## config.mk

```make
export PLATFORM = sky130hd
export DESIGN_NAME = c5_mem_sched
export DESIGN_NICKNAME = d
export VERILOG_FILES = /design/src/rtl/c5_mem_sched_pkg.sv /design/src/rtl/c5_mem_sched_wait_timer.sv /design/src/rtl/c5_mem_sched.sv
export SDC_FILE = /design/constraint.sdc
export NUM_CORES = 1
export LEC_CHECK = 0
export ABC_AREA = 1
export CORE_ASPECT_RATIO = 2
export CORE_MARGIN = 2
export CORE_UTILIZATION = 45
export CTS_BUF_LIST = sky130_fd_sc_hd__clkbuf_4 sky130_fd_sc_hd__clkbuf_8
export CTS_CLUSTER_SIZE = 8
export DETAILED_ROUTE_END_ITERATION = 10
export PLACE_DENSITY = 0.88
export SYNTH_ARGS = -nofsm -noshare
export SYNTH_HDL_FRONTEND = slang
export SYNTH_SLANG_ARGS = --single-unit
```

## constraint.sdc

```tcl
create_clock -name I_clk -period 2.15 [get_ports I_clk]
set_input_delay 0.43 -clock I_clk [delete_from_list [all_inputs] [get_ports I_clk]]
set_output_delay 0.43 -clock I_clk [all_outputs]
set_load 0.1 [all_outputs]
```

## src/rtl/c5_mem_sched_pkg.sv

```systemverilog
// Shared constants for the c5 memory scheduler: FSM encodings, opcode constants
// and the pause-release decode shared by the top level.
package c5_mem_sched_pkg;

    localparam int WORD_ADDR_W = 30;

    localparam logic [1:0] S_ISSUE = 2'd0;
    localparam logic [1:0] S_FETCH = 2'd1;
    localparam logic [1:0] S_DATA  = 2'd2;
    localparam logic [1:0] S_HOLD  = 2'd3;

    localparam logic [31:0] NOP_OPCODE = 32'h0000_0000;
    localparam logic [31:0] ZERO       = 32'h0000_0000;

    // The PC may advance only when a fetch has just completed or a held fetch is released.
    function automatic logic pause_release(input logic [1:0] state,
                                           input logic       ack,
                                           input logic       pause_ext);
        return ((state == S_FETCH) && ack && !pause_ext) ||
               ((state == S_HOLD) && !pause_ext);
    endfunction

endpackage

```

## src/rtl/c5_mem_sched_wait_timer.sv

```systemverilog
// Wait-cycle counter for the scheduler's optional bus timeout (C5_MEM_TIMEOUT_EN).
module c5_wait_timer #(
    parameter int TIMEOUT_CYCLES = 255
) (
    input  logic clk_i,
    input  logic rst_ni,
    input  logic clear_i,
    input  logic en_i,
    output logic expired_o
);

    localparam int CW = $clog2(TIMEOUT_CYCLES + 1);

    logic [CW-1:0] count_q;
    logic [CW-1:0] count_d;

    assign expired_o = (count_q == CW'(TIMEOUT_CYCLES));

    always_comb begin
        count_d = count_q;
        if (clear_i) begin
            count_d = '0;
        end else if (en_i && !expired_o) begin
            count_d = count_q + CW'(1);
        end
    end

    always_ff @(posedge clk_i) begin
        if (!rst_ni) begin
            count_q <= '0;
        end else begin
            count_q <= count_d;
        end
    end

endmodule

```

## src/rtl/c5_mem_sched.sv

```systemverilog
// Memory port scheduler: arbitrates instruction fetch and load/store onto one port.
// Optional bus timeout is enabled with the C5_MEM_TIMEOUT_EN macro.
module c5_mem_sched
    import c5_mem_sched_pkg::*;
#(
    parameter int WIDTH          = 32,
    parameter int TIMEOUT_CYCLES = 255
) (
    input  logic                   I_clk,
    input  logic                   I_rst_n,
    input  logic [WORD_ADDR_W-1:0] I_pc_future,
    input  logic                   I_pause_ext,
    input  logic                   I_data_req,
    input  logic [WORD_ADDR_W-1:0] I_data_addr,
    input  logic [3:0]             I_data_byte_we,
    input  logic [WIDTH-1:0]       I_data_wdata,
    output logic [WIDTH-1:0]       O_data_rdata,
    output logic                   O_data_done,
    output logic [WIDTH-1:0]       O_opcode,
    output logic                   O_pause,
    output logic                   O_mem_req,
    output logic [WORD_ADDR_W-1:0] O_mem_addr,
    output logic [3:0]             O_mem_byte_we,
    output logic [WIDTH-1:0]       O_mem_wdata,
    input  logic                   I_mem_ack,
    input  logic [WIDTH-1:0]       I_mem_rdata,
    output logic                   O_bus_err
);

    logic [1:0]             state_q,  state_d;
    logic                   req_q,    req_d;
    logic [WORD_ADDR_W-1:0] addr_q,   addr_d;
    logic [3:0]             we_q,     we_d;
    logic [WIDTH-1:0]       wdata_q,  wdata_d;
    logic [WIDTH-1:0]       opcode_q, opcode_d;
    logic [WIDTH-1:0]       rdata_q,  rdata_d;
    logic                   done_q,   done_d;

    logic             timeout;
    logic             ack_eff;
    logic [WIDTH-1:0] rdata_eff;

`ifdef C5_MEM_TIMEOUT_EN
    logic expired;

    c5_wait_timer #(
        .TIMEOUT_CYCLES(TIMEOUT_CYCLES)
    ) u_wait_timer (
        .clk_i    (I_clk),
        .rst_ni   (I_rst_n),
        .clear_i  (state_q == S_ISSUE),
        .en_i     (req_q && !I_mem_ack),
        .expired_o(expired)
    );

    // A timed-out access completes like an ack, returning a NOP/zero word.
    assign timeout   = req_q && !I_mem_ack && expired;
    assign rdata_eff = timeout ? WIDTH'(NOP_OPCODE) : I_mem_rdata;
`else
    assign timeout   = 1'b0 && (TIMEOUT_CYCLES != 0);
    assign rdata_eff = I_mem_rdata;
`endif

    assign ack_eff   = req_q && (I_mem_ack || timeout);
    assign O_bus_err = timeout;

    always_comb begin
        state_d  = state_q;
        req_d    = req_q;
        addr_d   = addr_q;
        we_d     = we_q;
        wdata_d  = wdata_q;
        opcode_d = opcode_q;
        rdata_d  = rdata_q;
        done_d   = 1'b0;
        case (state_q)
            S_ISSUE: begin
                req_d = 1'b1;
                if (I_data_req && !done_q) begin
                    state_d = S_DATA;
                    addr_d  = I_data_addr;
                    we_d    = I_data_byte_we;
                    wdata_d = I_data_wdata;
                end else begin
                    state_d = S_FETCH;
                    addr_d  = I_pc_future;
                    we_d    = 4'h0;
                    wdata_d = WIDTH'(ZERO);
                end
            end
            S_FETCH: begin
                if (ack_eff) begin
                    opcode_d = rdata_eff;
                    req_d    = 1'b0;
                    state_d  = I_pause_ext ? S_HOLD : S_ISSUE;
                end
            end
            S_DATA: begin
                if (ack_eff) begin
                    rdata_d = rdata_eff;
                    done_d  = 1'b1;
                    req_d   = 1'b0;
                    state_d = S_ISSUE;
                end
            end
            S_HOLD: begin
                if (!I_pause_ext) begin
                    state_d = S_ISSUE;
                end
            end
            default: state_d = S_ISSUE;
        endcase
    end

    always_ff @(posedge I_clk) begin
        if (!I_rst_n) begin
            state_q  <= S_ISSUE;
            req_q    <= 1'b0;
            addr_q   <= '0;
            we_q     <= '0;
            wdata_q  <= '0;
            opcode_q <= '0;
            rdata_q  <= '0;
            done_q   <= 1'b0;
        end else begin
            state_q  <= state_d;
            req_q    <= req_d;
            addr_q   <= addr_d;
            we_q     <= we_d;
            wdata_q  <= wdata_d;
            opcode_q <= opcode_d;
            rdata_q  <= rdata_d;
            done_q   <= done_d;
        end
    end

    // Pause is forced high during reset so the PC cannot move before the first fetch.
    assign O_pause = !I_rst_n || !pause_release(state_q, ack_eff, I_pause_ext);

    assign O_mem_req     = req_q;
    assign O_mem_addr    = addr_q;
    assign O_mem_byte_we = we_q;
    assign O_mem_wdata   = wdata_q;
    assign O_opcode      = opcode_q;
    assign O_data_rdata  = rdata_q;
    assign O_data_done   = done_q;

endmodule
```

======== After elaboration in Yosys (flattened, before gate mapping) ========
Index checks and enable logic that the tools add are counted.
storage, ports and cells
  bits in read-only memories .............. 0
  word-level logic and storage cells ...... 46
  register bits ........................... 134
  latch bits .............................. 0
  bits in writable memories ............... 0
  memories kept ........................... 0
cells by class
  shifts and indexed selects .............. 0
  multipliers ............................. 0
  $add $sub $neg .......................... 0
  bitwise operators ....................... 0
  divide/modulo/power cells ............... 0
  order comparisons ....................... 0
  eq/ne operators ......................... 7
  muxes and demuxes ....................... 12
  reduce and logical (&&, ||, !) cells .... 19
operators with widths
  operator                                                                count
  32-bit two-way mux                                                      1
  30-bit two-way mux                                                      1
  2-bit two-way mux                                                       5
  2-bit one-hot mux with 4 select lines                                   1
  2-bit AND reduction                                                     4
  2-bit != test (second input constant)                                   3
  1-bit logical AND                                                       5
  2-bit equality test (second input constant)                             2
  1-bit zero test                                                         4
  4-bit two-way mux                                                       1
  3-bit AND reduction                                                     1
  2-bit by 1-bit equality test with 1-bit output (second input constant)  1
  2-bit zero test                                                         1
  1-bit logical OR                                                        2
  1-bit two-way mux                                                       2
  2-bit by 1-bit != test with 1-bit output (second input constant)        1
  1-bit one-hot mux with 2 select lines                                   1
  2-bit nonzero test                                                      1
  2-bit OR reduction                                                      1

======== Depth between registers and ports, before layout ========
Gate-level depths: netlist of the first run.
  depth in word-level cells ............... 6
  gate-level depth with buffers ........... 9
  depth with buffers taken out ............ 7

======== Worst setup path after synthesis of the first run ========
OpenSTA, ideal clock, no wires.
  path kind ............................... register to output
  from .................................... register req_q, in the netlist O_mem_req
  to ...................................... output port O_pause
  buffers on the path ..................... 1
  slack ................................... -441 ps
  data required time ...................... 1720 ps
  data arrival time ....................... 2161 ps
  cell stages (with the launch flop) ...... 7
  path through ............................ dfxtp_1 -> nand2_1 -> inv_1 -> nand2_1 -> buf_2 -> a21oi_1 -> nand2_1
between the ends
  longest elaborated chain between the ends .. 6
ends and longest elaborated chain
  what                             line                    source
  start: declaration               c5_mem_sched.sv:31      logic req_q, req_d;
  start signal: assignment         c5_mem_sched.sv:127     req_q <= req_d;
  1-bit logical AND                c5_mem_sched.sv:64      assign ack_eff = req_q && (I_mem_ack || timeout);
  1-bit logical AND (2 in series)  c5_mem_sched_pkg.sv:19  return ((state == S_FETCH) && ack && !pause_ext) ||
  1-bit logical OR                 c5_mem_sched_pkg.sv:19
  1-bit zero test                  c5_mem_sched.sv:138     assign O_pause = !I_rst_n || !pause_release(state_q, ack_eff, I_pause_ext);
  1-bit logical OR                 c5_mem_sched.sv:138
  end: declaration                 c5_mem_sched.sv:20      output logic O_pause,
No other way between the ends.

======== Final worst setup path of the first run ========
  from .................................... input port I_mem_ack
  to ...................................... output port O_pause
between the ends
  longest elaborated chain between the ends .. 6
ends and longest elaborated chain
  what                             line                    source
  start: declaration               c5_mem_sched.sv:25      input logic I_mem_ack,
  1-bit logical AND                c5_mem_sched.sv:64
  1-bit logical AND (2 in series)  c5_mem_sched_pkg.sv:19
  1-bit logical OR                 c5_mem_sched_pkg.sv:19
  1-bit zero test                  c5_mem_sched.sv:138
  1-bit logical OR                 c5_mem_sched.sv:138
No other way between the ends.

==> metrics.csv, run 1 <==
metric,value,unit
status,"complete, no violations",
slew_viol_final,0,
synth-simple-area-share,30.5,%
drc_errors,0,
cts_buffers,17,
viasPerCell,5.16,
synthAdderAreaFrac,0.934,%
dr.pass1.iters,6,
core,11700,um2
postCtsSetupBuffers,0,
slew_headroom,57.5,%
ys_types,17,
hpwl,12400,um
die_area,12900,um2
synth_xor_area_share,0,%
wl_per_cell,15.5,um
final_cell_mix,"nand2_1 (208), buf_4 (149), dfxtp_1 (133)",
grt_overflow_total,0,
fp-row-count,56,
synth.mux.area_fraction,0,%
place_ws,0.133,ns
cts_buffer_depth,2,
fin_crit_sh,93.5,%
fin_ws,0.139,ns
portBuffers,265,
startpoint_type,input port,
htreeDepth,4,
grt_first_pass_wirelength,25800,um
cts_sinks,134,
postLayoutCellArea,8140,um2
ys_warn_count,0,
hp-class,flop to flop,
routed_wl,17300,um
required,1.72,ns
grt_setup_unrepaired,false,
stdcell_count,1114,
peakVddDrop,931,uV
yosysSeqAreaShare,50.1,%
cts_tree,yes,
root_buffer,clkbuf_8,
tns,0,ns
hold_viol_final,0,
diodes,0,
grt_pass1_vias,5379,
synth_top_family_by_area,simple AND/OR/NAND/NOR gates,
num_vias,5745,
worst_pin_slew,0.638,ns
grt_use_total,26.0,%
avgSynthCellArea,7.48,um2
clk_latency,0.43,ns
path_max_fanout,3,
routabilityCongestion,0.794,
dp_cells,1083,
max_cap_viol_count,0,
io_pins,267,
grt_max_degree,63,
fin_crit,2.01,ns
p_per_area,1210,nW/um2
worstSetupPathType,input port to output pin,
antenna_found_initial,0,
worst_ep_arrival_time,1.58,ns
netlist_area,5360,um2
synth_nets,853,
nets,1094,
synth_compound_area_share,9.81,%
clock_skew,0.0207,ns
endpoint_kind,output pin,
placed_cell_area,7750,um2
postSynthCellCount,716,
layout_commonest_cell,nand2_1,
ys_ff_latch,134,
drive_gt1_share,19.8,%
initial_utilization,45.8,%
die_h,158,um
syn2layout_area_growth,51.9,%
drt_iter0_drc,380,
setup_viol,0,
power.total,9.89,mW
max_freq,497,MHz
die_x,81.2,um
final_util,69.6,%
leakagePower,3.54,nW
timing.hold.ws,0.462,ns
detail-route-antenna-nets,0,
ctsResizeCount,0,
postCtsHoldBufs,0,
clk_pin_slew,0.08,ns
==> synth_stat cells, drive strengths merged <==
| master | n | area (um2) |
|---|---|---|
| a21oi | 102 | 510 |
| inv | 38 | 143 |
| o21ai | 3 | 15.0 |
| buf | 43 | 245 |
| nor2 | 6 | 30.0 |
| nand3 | 125 | 626 |
| conb | 1 | 3.75 |
| dfxtp | 134 | 2680 |
| ha | 4 | 50.1 |
| nand2 | 210 | 791 |
| nand4 | 30 | 188 |
| clkbuf | 20 | 75.1 |
==> worst max-delay path, cell delays in order <==
cell and delay (ns):
clkdlybuf4s50_1 0.50, nand2_1 0.09, inv_2 0.07, nand2_1 0.07
a21oi_1 0.16, nand2_2 0.08, buf_12 0.17
==> cell type report <==
cell class | instances | area, um2
Sequential cell | 134 | 2680
Fill cell | 936 | 3560
Inverter | 38 | 143
Clock buffer | 20 | 269
Timing Repair Buffer | 285 | 2520
Clock inverter | 11 | 125
Tap cell | 145 | 181
Multi-Input combinational cell | 481 | 2220
==> logic make-up after synthesis <==
kind of cell    after synthesis
flops                       134
compound gates              105
simple gates                371
buf+inv                     101
other cells                   1
fa+ha+maj                     4
==> worst paths after layout <==
kind	startpoint	endpoint	slack (ns)	cells past startpoint
worst max-delay path	I_mem_ack	O_pause	0.14	7
worst min-delay path	O_data_rdata[15]	O_data_rdata[15]	0.46	2
worst max register to register	state_q[1]	state_q[1]	0.59	8
worst min register to register	O_data_rdata[15]	O_data_rdata[15]	0.46	2
==> where the power goes <==
group | internal, mW | switching, mW
clock network | 1.10 | 0.975
registers | 2.80 | 0.171
logic | 1.17 | 3.67
total | 5.07 | 4.81
==> state kept, by name, indices dropped and copies added (netlist names) <==
signal and count:
O_mem_wdata 32, O_mem_addr 30, O_data_done 1, state_q 2
O_opcode 32, O_mem_byte_we 4, O_data_rdata 32, O_mem_req 1
==> per-layer routing <==
| metal | global-route usage (%) | share of wire, % |
|---|---|---|
| met1 | 26.2 | 35 |
| met2 | 46.0 | 53 |
| met3 | 7.48 | 7.3 |
| met4 | 15.9 | 4.9 |
| met5 | 0 | 0 |
Power figures use the tool's default switching activity.
==> run 2: changes to the inputs <==
Settings changed: CTS_CLUSTER_DIAMETER from default to 120, GPL_TIMING_DRIVEN from default to 1.
==> results of run 2 <==
The final DEF is identical to that of run 1; final timing and power are the same.
==> run 3: changes to the inputs <==
--- a/config.mk
+++ b/config.mk
@@ -14,5 +14,5 @@
 export CTS_CLUSTER_SIZE = 8
 export DETAILED_ROUTE_END_ITERATION = 10
-export GPL_TIMING_DRIVEN = 1
+export GPL_TIMING_DRIVEN = 0
 export PLACE_DENSITY = 0.88
 export SYNTH_ARGS = -nofsm -noshare
==> constraint.sdc (replaced) <==
create_clock -name I_clk -period 2.15 [get_ports I_clk]
set_input_delay 0.43 -clock I_clk [delete_from_list [all_inputs] [get_ports I_clk]]
set_output_delay 0.43 -clock I_clk [all_outputs]
set_load 0.01 [all_outputs]
==> run 3 against run 2 <==
  * Highest routed layer unchanged
  * Critical endpoint unchanged
  * Routed wire length grew 9.9%
  * Critical path type is now flop to output pin
  * Worst setup slack better by 0.0053 ns
  * Utilization up 4.3 points
==> metrics.csv, run 3 (synthesized netlist as in run 1, its figures left out) <==
metric,value,unit,change
dp_cells,1125,,+3.9%
detail-route-antenna-nets,0,,unchanged
die_area,12900,um2,unchanged
cts_buffers,17,,unchanged
drt_iter0_drc,293,,-23%
hpwl,14800,um,+19%
cpMaxStageDelayCell,dfxtp_2,,
hp-class,input port to flop,,
portBuffers,264,,-0.38%
timing.hold.ws,0.305,ns,-0.157 ns
max_freq,499,MHz,+0.26%
grt_pass1_vias,5923,,+10%
grt_overflow_total,0,,unchanged
worst_ep_arrival_time,1.58,ns,about the same
p_per_area,980,nW/um2,-19%
crit_top_cell,buf_6,,
status,"complete, no violations",,
tns,0,ns,unchanged
worstSetupPathType,flop to output pin,,
startpoint_type,flop,,
root_buffer,clkbuf_8,,
cts_tree,yes,,
hold_viol_final,0,,unchanged
cts_buffer_depth,2,,unchanged
cts_sinks,134,,unchanged
htreeDepth,4,,unchanged
antenna_found_initial,0,,unchanged
fin_crit_sh,93.3,%,-0.25 points
max_cap_viol_count,0,,unchanged
routed_wl,19000,um,+9.9%
slew_viol_final,0,,unchanged
peakVddDrop,768,uV,-18%
nets,1136,,+3.8%
final_cell_mix,"clkdlybuf4s50_1 (263), nand2_1 (208), dfxtp_1 (133)",,
core,11700,um2,unchanged
clock_skew,0.0159,ns,-0.00479 ns
stdcell_count,1157,,+3.9%
grt_first_pass_wirelength,28300,um,+9.6%
required,1.72,ns,about the same
grt_use_total,29.2,%,+3.2 points
die_h,158,um,unchanged
drive_gt1_share,7.71,%,-12 points
initial_utilization,45.8,%,unchanged
diodes,0,,unchanged
fp-row-count,56,,unchanged
crit_chain,"inv_2, ha_1, buf_6, nand2_4, a21oi_2, nand2_1, buf_6",,
io_pins,267,,unchanged
layout_commonest_cell,clkdlybuf4s50_1,,
dr.pass1.iters,5,,-1
grt_max_degree,17,,-73%
viasPerCell,5.18,,+0.49%
cpPeakStageDelay,0.34,ns,-0.16 ns
num_vias,5996,,+4.4%
drc_errors,0,,unchanged
critPathBufInv,3,,unchanged
clk_pin_slew,0.08,ns,about the same
critical-path-top-delay-family,flip-flops,,
path_max_fanout,15,,+12
fin_crit,2.01,ns,-0.00530 ns
endpoint_kind,output pin,,
wl_per_cell,16.4,um,+5.8%
syn2layout_area_growth,61.3,%,
setup_viol,0,,unchanged
routabilityCongestion,0.930,,+17%
leakagePower,3.40,nW,-4.0%
die_x,81.2,um,unchanged
clk_latency,0.44,ns,about the same
==> run 3: through the flow <==
| stage | total power, mW | util (%) | cell area [um2] | setup WS [ns] |
|---|---|---|---|---|
| detailed placement | 6.16 | 69.9 | 8180 | -0.484 |
| finish | 8.47 | 73.9 | 8650 | 0.145 |
| CTS | 8.51 | 73.9 | 8650 | 0.00659 |
| global route | 8.95 | 73.9 | 8650 | -0.00377 |
| global placement | 6.10 | 69.9 | 8180 | -0.464 |
| floorplan | 4.75 | - | 5360 | 0.530 |
==> run 3: path summary, 6_finish.rpt <==
kind / start / endpoint / slack [ns] / cells past startpoint
max: state_q[1] / O_pause / 0.14 / 7
min: I_rst_n / O_mem_addr[0] / 0.31 / 3
max reg2reg: state_q[0] / O_mem_wdata[4] / 0.46 / 7
min reg2reg: O_opcode[31] / O_opcode[31] / 0.46 / 2
==> run 3: timing repair <==
item / 4_1_cts / 5_1_grt
pin swaps: 0 / 0
setup buffers: 1 / 0
setup endpoints to repair: 1 / 1
resized for setup: 12 / 4
hold buffers: 0 / 0
==> run 3: cell type report <==
cell class | count | area, um2
fillers | 900 | 3060
plain buffers | 62 | 322
repair buffers | 265 | 2650
clock buffers | 20 | 263
clock inverters | 12 | 178
well taps | 145 | 181
inverters | 38 | 143
flip-flops and latches | 134 | 2680
multi-input cells | 481 | 2220
==> run 3: tightest hold or removal path, stage by stage <==
cell	delay, ns
buf_2	0.16
nand2_1	0.08
inv_1	0.03
==> run 3: routing by layer <==
layer	up-vias	track usage, %	routed length (um)
met5	-	0	0
met1	2716	26.6	6330
met2	273	54.3	10200
li1	2932	-	-
met4	0	19.8	1150
met3	75	7.54	1310
==> run 3: where the power goes <==
| group | switching [mW] | internal (mW) |
|---|---|---|
| sequential | 0.167 | 2.80 |
| combinational | 1.84 | 1.35 |
| clock | 0.992 | 1.32 |
| total | 3.00 | 5.47 |
